`src/rtl/mem_io_unit_if.sv`:
```
// Memory-side handshake between the MAR/MDR unit (master) and the SRAM controller (slave).
interface mem_io_unit_if #(
    parameter int ADDR_W = 16,
    parameter int DATA_W = 16
);
    logic              Mem_Req;
    logic              Mem_WE;
    logic [ADDR_W-1:0] Mem_Addr;
    logic [DATA_W-1:0] Mem_Wdata;
    logic [DATA_W-1:0] Mem_Rdata;
    logic              Mem_Ack;

    modport master (
        output Mem_Req, Mem_WE, Mem_Addr, Mem_Wdata,
        input  Mem_Rdata, Mem_Ack
    );

    modport slave (
        input  Mem_Req, Mem_WE, Mem_Addr, Mem_Wdata,
        output Mem_Rdata, Mem_Ack
    );
endinterface

```
`src/rtl/mem_io_unit.sv`:
```
// LC-3 MAR/MDR unit: request/ack memory access with bounded wait, plus a
// memory-mapped Switches/LED slot decoded at IO_ADDR.
module mem_io_unit #(
    parameter int          DATA_W  = 16,
    parameter int          ADDR_W  = 16,
    parameter int          TIMEOUT = 8,
    parameter logic [ADDR_W-1:0] IO_ADDR = 'hFFFF,
    parameter int          SW_W    = 16,
    parameter int          LED_W   = 12
) (
    input  logic              Clk,
    input  logic              Reset,
    input  logic              LD_MAR,
    input  logic              LD_MDR,
    input  logic [DATA_W-1:0] Bus_In,
    input  logic              Rd_Req,
    input  logic              Wr_Req,
    input  logic [SW_W-1:0]   Switches,
    mem_io_unit_if.master     mem,
    output logic [ADDR_W-1:0] MAR,
    output logic [DATA_W-1:0] MDR,
    output logic              Busy,
    output logic              Done,
    output logic              Err,
    output logic [LED_W-1:0]  LED
);
    localparam int CNT_W = (TIMEOUT < 2) ? 1 : $clog2(TIMEOUT);

    typedef enum logic [2:0] {IDLE, MEM_RD, MEM_WR, IO_RD, IO_WR} state_t;

    state_t           state, state_n;
    logic [CNT_W-1:0] cnt;
    logic             accept, last_wait, finish;

    assign last_wait = (cnt == CNT_W'(TIMEOUT - 1));

    always_ff @(posedge Clk) begin
        if (!Reset) state <= IDLE;
        else        state <= state_n;
    end

    always_comb begin
        state_n = state;
        accept  = 1'b0;
        finish  = 1'b0;
        case (state)
            IDLE: begin
                // Decode uses the MAR held before this edge, not a same-cycle load.
                if (Rd_Req) begin
                    accept  = 1'b1;
                    state_n = (MAR == IO_ADDR) ? IO_RD : MEM_RD;
                end else if (Wr_Req) begin
                    accept  = 1'b1;
                    state_n = (MAR == IO_ADDR) ? IO_WR : MEM_WR;
                end
            end
            MEM_RD, MEM_WR: begin
                if (mem.Mem_Ack || last_wait) begin
                    finish  = 1'b1;
                    state_n = IDLE;
                end
            end
            IO_RD, IO_WR: begin
                finish  = 1'b1;
                state_n = IDLE;
            end
            default: state_n = IDLE;
        endcase
    end

    always_ff @(posedge Clk) begin
        if (!Reset) begin
            MAR  <= '0;
            MDR  <= '0;
            LED  <= '0;
            Err  <= 1'b0;
            Done <= 1'b0;
            cnt  <= '0;
        end else begin
            Done <= finish;
            case (state)
                IDLE: begin
                    if (LD_MAR) MAR <= Bus_In[ADDR_W-1:0];
                    if (LD_MDR) MDR <= Bus_In;
                    if (accept) begin
                        Err <= 1'b0;
                        cnt <= '0;
                    end
                end
                MEM_RD, MEM_WR: begin
                    // An ack in the final wait cycle takes precedence over the timeout.
                    if (mem.Mem_Ack) begin
                        if (state == MEM_RD) MDR <= mem.Mem_Rdata;
                    end else if (last_wait) begin
                        Err <= 1'b1;
                    end else begin
                        cnt <= cnt + 1'b1;
                    end
                end
                IO_RD: MDR <= DATA_W'(Switches);
                IO_WR: LED <= MDR[LED_W-1:0];
                default: ;
            endcase
        end
    end

    assign Busy          = (state != IDLE);
    assign mem.Mem_Req   = (state == MEM_RD) || (state == MEM_WR);
    assign mem.Mem_WE    = (state == MEM_WR);
    assign mem.Mem_Addr  = MAR;
    assign mem.Mem_Wdata = MDR;
endmodule

```
`src/flat_wrapper.sv`:
```
// flat-port wrapper written by rule: the top's interface ports become plain ports
module mem_io_unit_flat 
#(
    parameter int          DATA_W  = 16,
    parameter int          ADDR_W  = 16,
    parameter int          TIMEOUT = 8,
    parameter logic [ADDR_W-1:0] IO_ADDR = 'hFFFF,
    parameter int          SW_W    = 16,
    parameter int          LED_W   = 12
)
  (Clk, Reset, LD_MAR, LD_MDR, Bus_In, Rd_Req, Wr_Req, Switches, MAR, MDR, Busy, Done, Err, LED, mem_Mem_Req, mem_Mem_WE, mem_Mem_Addr, mem_Mem_Wdata, mem_Mem_Rdata, mem_Mem_Ack);
  mem_io_unit_if #(.ADDR_W(ADDR_W), .DATA_W(DATA_W)) mem_i ();
  input  logic Clk;
  input  logic Reset;
  input  logic LD_MAR;
  input  logic LD_MDR;
  input  logic [DATA_W-1:0] Bus_In;
  input  logic Rd_Req;
  input  logic Wr_Req;
  input  logic [SW_W-1:0] Switches;
  output logic [ADDR_W-1:0] MAR;
  output logic [DATA_W-1:0] MDR;
  output logic Busy;
  output logic Done;
  output logic Err;
  output logic [LED_W-1:0] LED;
  output wire logic [$bits(mem_i.Mem_Req)-1:0] mem_Mem_Req;
  output wire logic [$bits(mem_i.Mem_WE)-1:0] mem_Mem_WE;
  output wire logic [$bits(mem_i.Mem_Addr)-1:0] mem_Mem_Addr;
  output wire logic [$bits(mem_i.Mem_Wdata)-1:0] mem_Mem_Wdata;
  input wire logic [$bits(mem_i.Mem_Rdata)-1:0] mem_Mem_Rdata;
  input wire logic [$bits(mem_i.Mem_Ack)-1:0] mem_Mem_Ack;
  assign mem_Mem_Req = mem_i.Mem_Req;
  assign mem_Mem_WE = mem_i.Mem_WE;
  assign mem_Mem_Addr = mem_i.Mem_Addr;
  assign mem_Mem_Wdata = mem_i.Mem_Wdata;
  assign mem_i.Mem_Rdata = mem_Mem_Rdata;
  assign mem_i.Mem_Ack = mem_Mem_Ack;
  mem_io_unit #(.DATA_W(DATA_W), .ADDR_W(ADDR_W), .TIMEOUT(TIMEOUT), .IO_ADDR(IO_ADDR), .SW_W(SW_W), .LED_W(LED_W)) u_core (.Clk(Clk), .Reset(Reset), .LD_MAR(LD_MAR), .LD_MDR(LD_MDR), .Bus_In(Bus_In), .Rd_Req(Rd_Req), .Wr_Req(Wr_Req), .Switches(Switches), .mem(mem_i), .MAR(MAR), .MDR(MDR), .Busy(Busy), .Done(Done), .Err(Err), .LED(LED));
endmodule
```
`config.mk`:
```
export PLATFORM = sky130hd
export DESIGN_NAME = mem_io_unit_flat
export DESIGN_NICKNAME = d
export VERILOG_FILES = /design/src/rtl/mem_io_unit_if.sv /design/src/rtl/mem_io_unit.sv /design/src/flat_wrapper.sv
export SDC_FILE = /design/constraint.sdc
export NUM_CORES = 1
export LEC_CHECK = 0
export ABC_AREA = 0
export CAP_MARGIN = 5
export CORE_UTILIZATION = 40
export CTS_CLUSTER_SIZE = 30
export DETAILED_ROUTE_END_ITERATION = 10
export GPL_ROUTABILITY_DRIVEN = 0
export PLACE_DENSITY_LB_ADDON = 0.1
export SYNTH_ARGS = -nofsm -noshare
export SYNTH_HDL_FRONTEND = slang
export SYNTH_SLANG_ARGS = --single-unit
```
`constraint.sdc`:
```
create_clock -name Clk -period 2.6 [get_ports Clk]
set_clock_uncertainty 0.2 [all_clocks]
set_input_delay 0.52 -clock Clk [delete_from_list [all_inputs] [get_ports Clk]]
set_output_delay 0.52 -clock Clk [all_outputs]
set_load 0.05 [all_outputs]
```
# Word level (Yosys, flattened, before mapping)
# Cells that the tools add are included.
op_classes:
  n_addsub: 1
  n_eq_ne: 15
  muxes: 23
  reduce_logical: 13
ops:
  columns: ["op", "count"]
  rows:
  - ["$mux 16", 3]
  - ["$pmux 16 s3", 1]
  - ["$mux 3", 7]
  - ["$eq 16x16->1 const B", 1]
  - ["$pmux 3 s2", 2]
  - ["$reduce_and 4->1", 3]
  - ["$ne 2x1->1 const B", 4]
  - ["$ne 2x2->1 const B", 4]
  - ["$mux 1", 7]
  - ["$eq 3x2->1 const B", 2]
  - ["$eq 3x3->1 const B", 2]
  - ["$reduce_bool 3->1", 2]
  - ["$pmux 1 s2", 2]
  - ["$reduce_and 2->1", 2]
  - ["$reduce_or 2->1", 2]
  - ["$add 3x1->3 const B", 1]
  - ["$eq 3x1->1 const B", 1]
  - ["$logic_not 3->1", 1]
  - ["$ne 3x3->1 const B", 1]
  - ["$logic_or 1x1->1", 2]
  - ["$mux 2", 1]
  - ["$reduce_bool 2->1", 1]
word_totals:
  regBits: 52
  word_cells: 59

# Longest topological paths before layout
logic_depth:
  ltp_word: 5
  depth_mapped: 7

# Worst setup path after synthesis
# OpenSTA, ideal clock, no wires.
synth_path:
  path_kind: "register to output"
  startpoint: "reg u_core.state[1]"
  endpoint: "out mem_Mem_WE"
  arrival_ps: 1861
  t_required_ps: 1880
  path_slack_ps: 19
  path_stages_with_launch: 3
  path_cell_list: "dfxtp_1 -> clkbuf_1 -> nor3b_1"
synth_via:
  elab_chain_cells: 1
synth_rtl:
  columns: ["item", "line", "source"]
  rows:
  - ["from (decl)", "mem_io_unit.sv:31", "state_t state, state_n;"]
  - ["from (signal assigned)", "mem_io_unit.sv:39", "else state <= state_n;"]
  - ["$eq 3x2->1", "mem_io_unit.sv:109", "assign mem.Mem_WE = (state == MEM_WR);"]
  - ["to (decl)", "flat_wrapper.sv:28", "output wire logic [$bits(mem_i.Mem_WE)-1:0] mem_Mem_WE;"]
# Every way passes these cells.

# Worst setup path in the final report
layout_path:
  startpoint: "reg u_core.MAR[6]"
  endpoint: "out MAR[6]"
layout_rtl:
  columns: ["item", "line", "source"]
  rows:
  - ["from (decl)", "mem_io_unit.sv:20", "output logic [ADDR_W-1:0] MAR,"]
  - ["from (signal assigned)", "mem_io_unit.sv:83", "if (LD_MAR) MAR <= Bus_In[ADDR_W-1:0];"]
  - ["to (decl)", "flat_wrapper.sv:21", "output logic [ADDR_W-1:0] MAR;"]
# No word-level cell between the ends.

==> impl_metrics.py <==
metrics = {
    "run_status": {
        "status": "finished clean",
    },
    "floorplanning": {
        "dieArea_um2": 6780,
        "row_count": 28,
        "io_pins": 136,
        "fp.dieW_um": 82.4,
        "die_height_um": 82.4,
        "core_area_um2": 6060,
        "start_util": 0.426,
    },
    "drt": {
        "drtIter0Drc": 145,
        "drcViolationCount": 0,
        "totalWireLength_um": 7350,
        "vias": 2502,
        "wl_met3_um": 531,
        "wl_per_cell_um": 15.3,
        "wl_met1_um": 3310,
        "drtAntennaViolNets": 0,
        "dr.max_layer_used": "met4",
        "drtPass1Iterations": 4,
        "route.met2.wl_um": 3420,
        "viasPerCell": 5.21,
    },
    "hold_path": {
        "hold_end": "u_core.LED[0]",
        "hp-start": "u_core.LED[0]",
        "min-delay-path-class": "reg -> reg",
        "worstHoldPathCells": 2,
    },
    "flow_run": {
        "cap_violations": 0,
    },
    "worst_setup_path": {
        "max_stage_delay_ps": 840,
        "r2r_end": "u_core.MDR[15]",
        "r2r_slack_ps": 500,
        "worst_setup_path_end_kind": "output pin",
        "required_ps": 1880,
        "path_cells": "clkdlybuf4s50_1",
        "crit_fanout": 4,
        "crit_buf_inv": 1,
        "startpoint_type": "flop",
        "rr_worst_depth": 5,
        "crit_family": "buffers and inverters",
        "cp_slowest_cell": "clkdlybuf4s50_1",
        "worst-setup-path-type": "reg -> out",
        "worstPathArrival_ps": 1570,
        "regToRegStartpoint": "u_core.state[0]",
    },
    "layout": {
        "layout.cells.non_filler": 480,
        "area_growth_pct": 51.9,
        "layout-drive-gt1-share": 0.0914,
        "diodes": 0,
        "post-route-util": 0.647,
        "nets": 462,
    },
    "timing": {
        "rsz0062_at_grt": "false",
        "fmax_mhz": 436,
        "hold-worst-slack_ps": 257,
        "finalCriticalPeriod_ps": 2290,
        "final-hold-violation-count": 0,
        "finalMaxSlewViolations": 0,
        "max_slew_margin": 0.602,
        "post-route-period-util": 0.882,
        "fin_tns_setup_ps": 0,
        "setup_violations": 0,
        "tightest_slew_ps": 596,
    },
    "global_route": {
        "grt_start_max_net_pins": 49,
        "grt_pass1_wl_um": 11300,
        "first_global_vias": 2285,
        "grt_overflow": 0,
        "antenna_found_initial": 0,
        "grt.total_usage": 0.219,
    },
    "cts": {
        "clock_sinks": 52,
        "cts_tree": "yes",
        "cts_root_buf": "clkbuf_8",
        "worstSkewPairLatency_ps": 310,
        "cts_resized": 0,
        "hold_buffers": 0,
        "cts-buffers-inserted": 5,
        "postCtsSetupRepairBufs": 0,
        "h-tree-depth": 2,
        "clk_path_buf_depth": 2,
        "clkTransAtPathRegs_ps": 100,
    },
    "power_and_ir_drop": {
        "p_per_area_nw_per_um2": 653,
        "combPwrFrac": 0.351,
        "clockPowerShare": 0.294,
        "p_seq_frac": 0.355,
        "p_sw_frac": 0.350,
        "p_leak_nw": 1.38,
        "power.internal_mw": 1.67,
        "p_sw_mw": 0.895,
        "ir_worst_vdd_mv": 0.346,
        "power.total_mw": 2.56,
    },
    "logic_synthesis": {
        "syn_area_um2": 2580,
        "syn-instance-count": 307,
        "ys_seq_area_frac": 0.403,
        "synthesis.nets": 365,
        "postSynthAreaPerCell_um2": 8.41,
        "ys_types": 34,
        "ys_seq_elements": 52,
        "yosys_warnings": 0,
    },
    "place": {
        "dp_hpwl_um": 5630,
        "dp.cells": 472,
        "portBuffers": 135,
    },
}
==> final cells by class <==
cell class	instances	area [µm²]
fillers	541	2140
clock buffers	5	68.8
multi-input cells	197	1190
well taps	75	93.8
repair buffers	143	1420
flip-flops and latches	52	1040
clock inverters	3	90.1
inverters	5	18.8
==> layer usage <==
metal | global-route usage | vias up
met5 | 0 | -
met4 | 0.0719 | 0
met3 | 0.0341 | 8
met2 | 0.360 | 101
met1 | 0.292 | 1145
li1 | - | 1248
==> per-stage QoR <==
step | setup slack [ps] | instance area [µm²]
6_report | 306 | 3920
5_1_grt | 167 | 3920
4_1_cts | 300 | 3920
3_5_place_dp | 58.8 | 3760
3_3_place_gp | 69.7 | 3760
2_1_floorplan | 18.9 | 2580
==> cells by family after synthesis <==
family | count (synthesis) | synth area share
compound gates | 75 | 0.223
xor+xnor | 1 | 0.00630
fa+ha+maj | 3 | 0.0145
buf+inv | 58 | 0.139
flops | 52 | 0.403
mux | 1 | 0.00388
simple gates | 117 | 0.211
==> synthesized netlist by cell type, drive strengths merged <==
library cell | count | area, µm²
nand4 | 4 | 25.0
dfxtp | 52 | 1040
a32o | 2 | 20.0
o21ai | 2 | 10.0
o22ai | 17 | 106
inv | 5 | 18.8
o31ai | 2 | 15.0
a21oi | 31 | 155
and2 | 1 | 6.26
nand3 | 1 | 5.00
mux2i | 1 | 10.0
clkbuf | 14 | 52.6
o21a | 1 | 7.51
a2111oi | 16 | 228
or3b | 1 | 8.76
nor3 | 3 | 15.0
xnor2 | 1 | 16.3
nor4 | 2 | 12.5
ha | 3 | 37.5
a211oi | 1 | 7.51
buf | 39 | 287
or2 | 1 | 6.26
and3 | 2 | 12.5
nor2 | 22 | 85.1
nand2 | 62 | 233
o2111ai | 1 | 8.76
nor3b | 18 | 135
o21ba | 1 | 10.0
a22oi | 1 | 7.51
==> placed cells by master (no fill, tap or decap), types with 2 or more instances in the layout <==
master,n
o22ai_1,17
nor4_1,2
dfxtp_1,52
a32o_1,2
bufinv_16,3
and3_1,2
nor3_1,3
clkbuf_8,5
a2111oi_2,14
nand2_1,62
nor3b_1,18
a2111oi_0,2
nand4_1,4
ha_1,3
clkdlybuf4s50_1,132
a21oi_1,30
nor2_1,21
inv_1,4
buf_4,10
o31ai_1,2
==> how the worst max path moves through the flow <==
| stage | from | end | slack (ps) | cells after the start |
|---|---|---|---|---|
| 2_1_floorplan | u_core.state[1] | mem_Mem_WE | 20 | 2 |
| 3_3_place_gp | LD_MDR | u_core.MDR[4] | 70 | 6 |
| 3_5_place_dp | LD_MDR | u_core.MDR[13] | 60 | 6 |
| 4_1_cts | u_core.MDR[7] | MDR[7] | 300 | 1 |
| 5_1_grt | LD_MDR | u_core.MDR[15] | 170 | 6 |
| 6_report | u_core.MAR[6] | MAR[6] | 310 | 1 |
==> power groups by stage <==
stage | logic, mW | clock network (mW) | registers, mW
floorplan | 0.476 | 0 | 1.08
global placement | 0.894 | 0 | 0.926
detailed placement | 0.901 | 0 | 0.927
CTS | 0.904 | 0.765 | 0.909
global route | 0.950 | 0.795 | 0.918
finish | 0.899 | 0.753 | 0.908
==> flip-flops by register name, summed over array words and instances (netlist names) <==
name / cells
u_core.MAR: 16
u_core.cnt: 3
u_core.state: 3
u_core.Err: 1
u_core.LED: 12
u_core.MDR: 16
u_core.Done: 1
Note: power is estimated with default switching activity, not from simulation.
